**config.mk**
```make
export PLATFORM = sky130hd
export DESIGN_NAME = instr_fetch
export DESIGN_NICKNAME = d
export VERILOG_FILES = /design/src/rtl/instr_fetch.sv
export SDC_FILE = /design/constraint.sdc
export NUM_CORES = 1
export LEC_CHECK = 0
export CAP_MARGIN = 20
export CORE_MARGIN = 2
export CORE_UTILIZATION = 55
export DETAILED_ROUTE_END_ITERATION = 10
export GPL_TIMING_DRIVEN = 0
export PLACE_DENSITY = 0.89
export SLEW_MARGIN = 40
export SYNTH_ARGS = -nofsm -noshare
export SYNTH_HDL_FRONTEND = slang
export SYNTH_SLANG_ARGS = --single-unit
```
**constraint.sdc**
```tcl
create_clock -name CLK -period 7.5 [get_ports CLK]
set_clock_uncertainty 0.15 [all_clocks]
set_input_delay 1.5 -clock CLK [delete_from_list [all_inputs] [get_ports CLK]]
set_output_delay 1.5 -clock CLK [all_outputs]
set_load 0.01 [all_outputs]
```
**src/rtl/instr_fetch.sv**
```systemverilog
// Instruction fetch unit: PC generator feeding an in-order prefetch FIFO with redirect support.
// Define ROM_REG_EN for a ROM with registered output (one in-flight fetch tracked by PC tag).
module instr_fetch #(
  parameter logic [15:0] RESET_PC   = 16'h0000,
  parameter int unsigned FIFO_DEPTH = 4
) (
  input  logic        CLK,
  input  logic        RST,
  output logic [15:0] rom_address,
  input  logic [31:0] rom_data,
  output logic [31:0] instr,
  output logic [15:0] instr_pc,
  output logic        instr_valid,
  input  logic        instr_ready,
  input  logic        redirect,
  input  logic [15:0] redirect_addr
);

  localparam int unsigned AW = (FIFO_DEPTH > 1) ? $clog2(FIFO_DEPTH) : 1;
  localparam int unsigned CW = AW + 1;

  logic [15:0]   pc_q, pc_d;
  logic [AW-1:0] head_q, head_d, tail_q, tail_d;
  logic [CW-1:0] count_q, count_d;
  logic [31:0]   data_mem [FIFO_DEPTH];
  logic [15:0]   pc_mem   [FIFO_DEPTH];

  logic          inflight;
  logic          issue;
  logic          pop;
  logic          push;
  logic [15:0]   push_pc;

  // Occupancy includes the in-flight word so a returning fetch always has a free slot.
  assign issue = !redirect && ((32'(count_q) + 32'(inflight)) < FIFO_DEPTH);
  assign pop   = instr_valid && instr_ready && !redirect;

`ifdef ROM_REG_EN
  logic        inflight_q;
  logic [15:0] inflight_pc_q;

  always_ff @(posedge CLK) begin
    if (RST) begin
      inflight_q    <= 1'b0;
      inflight_pc_q <= '0;
    end else begin
      // issue is forced low on redirect, which also cancels the word in flight
      inflight_q <= issue;
      if (issue) inflight_pc_q <= pc_q;
    end
  end

  assign inflight = inflight_q;
  assign push     = inflight_q && !redirect;
  assign push_pc  = inflight_pc_q;
`else
  assign inflight = 1'b0;
  assign push     = issue;
  assign push_pc  = pc_q;
`endif

  always_comb begin
    pc_d    = pc_q;
    head_d  = head_q;
    tail_d  = tail_q;
    count_d = count_q;
    if (redirect) begin
      pc_d    = redirect_addr;
      head_d  = '0;
      tail_d  = '0;
      count_d = '0;
    end else begin
      if (issue) pc_d = pc_q + 16'd1;
      if (push)  tail_d = tail_q + AW'(1);
      if (pop)   head_d = head_q + AW'(1);
      count_d = count_q + CW'(push) - CW'(pop);
    end
  end

  always_ff @(posedge CLK) begin
    if (RST) begin
      pc_q    <= RESET_PC;
      head_q  <= '0;
      tail_q  <= '0;
      count_q <= '0;
    end else begin
      pc_q    <= pc_d;
      head_q  <= head_d;
      tail_q  <= tail_d;
      count_q <= count_d;
    end
  end

  always_ff @(posedge CLK) begin
    if (!RST && push) begin
      data_mem[tail_q] <= rom_data;
      pc_mem[tail_q]   <= push_pc;
    end
  end

  assign rom_address = pc_q;
  assign instr_valid = (count_q != '0);
  // Outputs read as zero when empty so reset presents instr=0 / instr_pc=0.
  assign instr       = instr_valid ? data_mem[head_q] : 32'h0;
  assign instr_pc    = instr_valid ? pc_mem[head_q]   : 16'h0;

endmodule

```
==> run metrics <==
status completed; clock power share 0.378; Max Slew Vio Count 0; Unique masters post-synth 37; hold path cells 2; final wirelength 16,400 microns; syn_area_per_cell 18.7 sq um; CTS tree done; Die X 128 microns; final instance area 10,600 sq um; FP Rows 45; WP data arrival 2.98 ns; Sequential Power Share 0.546; drt pass-1 iters 4; All-Layer GR Usage 0.203; busiest grt layer met2; H-tree lvl count 1; Final Cycle Share 0.617; largest buffer count on any clock path 3; internal cell power 2000 uW; CP Class flip-flop to output port; met2 usage 0.363; fillcell total 942; worst slew pin tran 0.665 ns; Root Buffer clkbuf_16; Setup crit start kind flip-flop; HP Class flip-flop to flip-flop; layout cells sized above 1 0.157; global routing usage on met3 0.0374; initial antenna violation count 0; Setup Fix Bufs, Post-CTS 0; Peak supply drop 0.146 mV; IO buf count 114; synth top area cells edfxtp_1 68%, mux4_2 13%, dfxtp_1 5.9%; sw frac 0.204; Core Area 15,100 sq um; Die Y-Extent 128 microns; post-cts sizing count 0; Final min period 4.63 ns; FMAX 0.216 GHz; # nets final 657; CP required 5.85 ns; share of synthesized registers carrying an async set or reset 0; ys flop type edfxtp_1; clk_lat worst skew 0.48 ns; average wire per standard cell 20.5 microns; Die Area 16,500 sq um; Syn Inst Count 456; CTS clk-pin slew, worst paths 0.06 ns; first-pass GRT wire length 25,700 microns; area of the multi-input gates 2140 sq um; RSZ-0062 raised after global routing no; combinational share of power 0.076; Synth area leader edfxtp_1; met1 global-route usage 0.263; CP Capture Type output port; setup violators final 0; area delta synth->final 24.5%; final-report hold violation count 0; CTS Sinks 217; Post-synth EDFFs 192; Slew HR 0.557; placer congestion estimate 0.910; R2R cell count 12; FF+latch area 6270 sq um; CTS Buf Count 21; vias in the first global route 4,865; DP HPWL 10,500 microns; Synth Register Bits 217; Max FO, Critical Path 10; Vias 4,575; register area share after synthesis 0.735; Max-cap violations 0; P_sw 513 uW; final core occ 0.701; power per cell area 236 nW/um^2; Leakage 0.00344 uW; number of DRC markers in iteration 0 286; syn nets 516; Initial Util 0.563; total negative slack 0 ns; gr ovfl total 0; placed inst area 9990 sq um; Synth Warn # 0; Synth Cell Area 8520 sq um; IO Count 117; CTS Hold Buffers Added 0; Routed Antenna Nets 0; Remaining DRCs 0; ANT cells 0; top-area cell type share of the netlist area 0.676; drt via density 5.73; largest net degree at the start of global routing 35
## metal layers
layer  wire [microns]  up-vias
li1                 -     2067
met2             8530      161
met5                0        -
met1             6600     2320
met4              255        0
met3              987       27
## final cells by class
cell class              instances  area share
well taps                     188      0.0222
inverters                      10     0.00354
repair buffers                118       0.115
flip-flops and latches        217       0.590
multi-input cells             206       0.201
clock inverters                 9     0.00389
clock buffers                  28      0.0548
plain buffers                  23     0.00884
## cells in the final DEF (no fill, tap or decap), types with 2 or more instances in the layout
cell type / Yosys / routed
o31ai_1: 2 / 2
dfxtp_1: 25 / 25
clkdlybuf4s50_1: 0 / 114
or2_2: 2 / 2
a311oi_1: 4 / 4
clkbuf_1: 16 / 20
clkbuf_8: 0 / 3
ha_1: 7 / 7
nand4b_1: 2 / 2
mux4_2: 48 / 48
inv_1: 9 / 9
a211oi_1: 7 / 7
buf_2: 6 / 6
and2_1: 52 / 48
nor2b_1: 2 / 2
mux2i_1: 2 / 2
and2_4: 0 / 4
o21ai_0: 3 / 3
clkinv_2: 0 / 2
clkinv_1: 1 / 7
nor2_1: 27 / 27
clkbuf_16: 0 / 21
nand2_1: 8 / 8
nand3_1: 5 / 5
buf_12: 0 / 4
edfxtp_1: 192 / 192
xnor2_1: 7 / 7
a21oi_1: 4 / 4
nor4_1: 4 / 4
xor2_1: 7 / 7
or3_1: 2 / 2
## critical path, cell delays in order (launching register included)
cell	delay, ns
dfxtp_1	0.34
clkbuf_1	0.52
clkbuf_1	0.56
mux4_2	0.39
and2_1	0.19
clkdlybuf4s50_1	0.49
## path summary, 6_finish.rpt
path | startpoint | endpoint | slack (ns)
max | flip-flop | instr_pc[3] | 2.87
min | head_q[1]$_SDFFE_PP0P_ | head_q[1]$_SDFFE_PP0P_ | 0.41
max reg2reg | count_q[2]$_SDFF_PP0_ | count_q[2]$_SDFF_PP0_ | 4.75
min reg2reg | head_q[1]$_SDFFE_PP0P_ | head_q[1]$_SDFFE_PP0P_ | 0.41
## metrics by stage
step                setup WS, ns  hold slack (ns)  total power (uW)  instances
detailed placement          3.31            0.385              1590        762
global route                2.69            0.450              2600        799
global placement            2.45            0.357              1580        758
CTS                         2.79            0.410              2530        799
floorplan                   3.46            0.335              1470        456
finish                      2.87            0.407              2510        799
## registers in the layout, indices dropped and copies added, names as in the netlist, named ones only
register	flops
count_q	3
data_mem	128
head_q	2
pc_mem	64
rom_address	16
tail_q	2
## logic make-up after synthesis
logic type               count (synthesis)  share of synthesized area
AND/OR/NAND/NOR                        112                     0.0752
AO/OA/AOI/OAI                           22                     0.0181
adder cells (fa/ha/maj)                  8                     0.0126
flip-flops                             217                      0.735
multiplexers                            50                      0.129
buffers and inverters                   33                     0.0154
XOR/XNOR                                14                     0.0144
## power groups by stage
| stage | Combinational, uW | Clock [uW] | Sequential, uW |
|---|---|---|---|
| 6_report | 190 | 948 | 1370 |
| 3_3_place_gp | 182 | 0 | 1390 |
| 2_1_floorplan | 83.2 | 0 | 1390 |
| 4_1_cts | 193 | 965 | 1370 |
| 5_1_grt | 206 | 1020 | 1370 |
| 3_5_place_dp | 192 | 0 | 1390 |
## Yosys cell counts (3+ instances only)
master,number
edfxtp_1,192
and2_1,52
mux4_2,48
nor2_1,27
dfxtp_1,25
clkbuf_1,16
inv_1,9
nand2_1,8
a211oi_1,7
ha_1,7
xnor2_1,7
xor2_1,7
buf_2,6
nand3_1,5
a21oi_1,4
a311oi_1,4
nor4_1,4
o21ai_0,3
(Power assumes the default switching activity.)
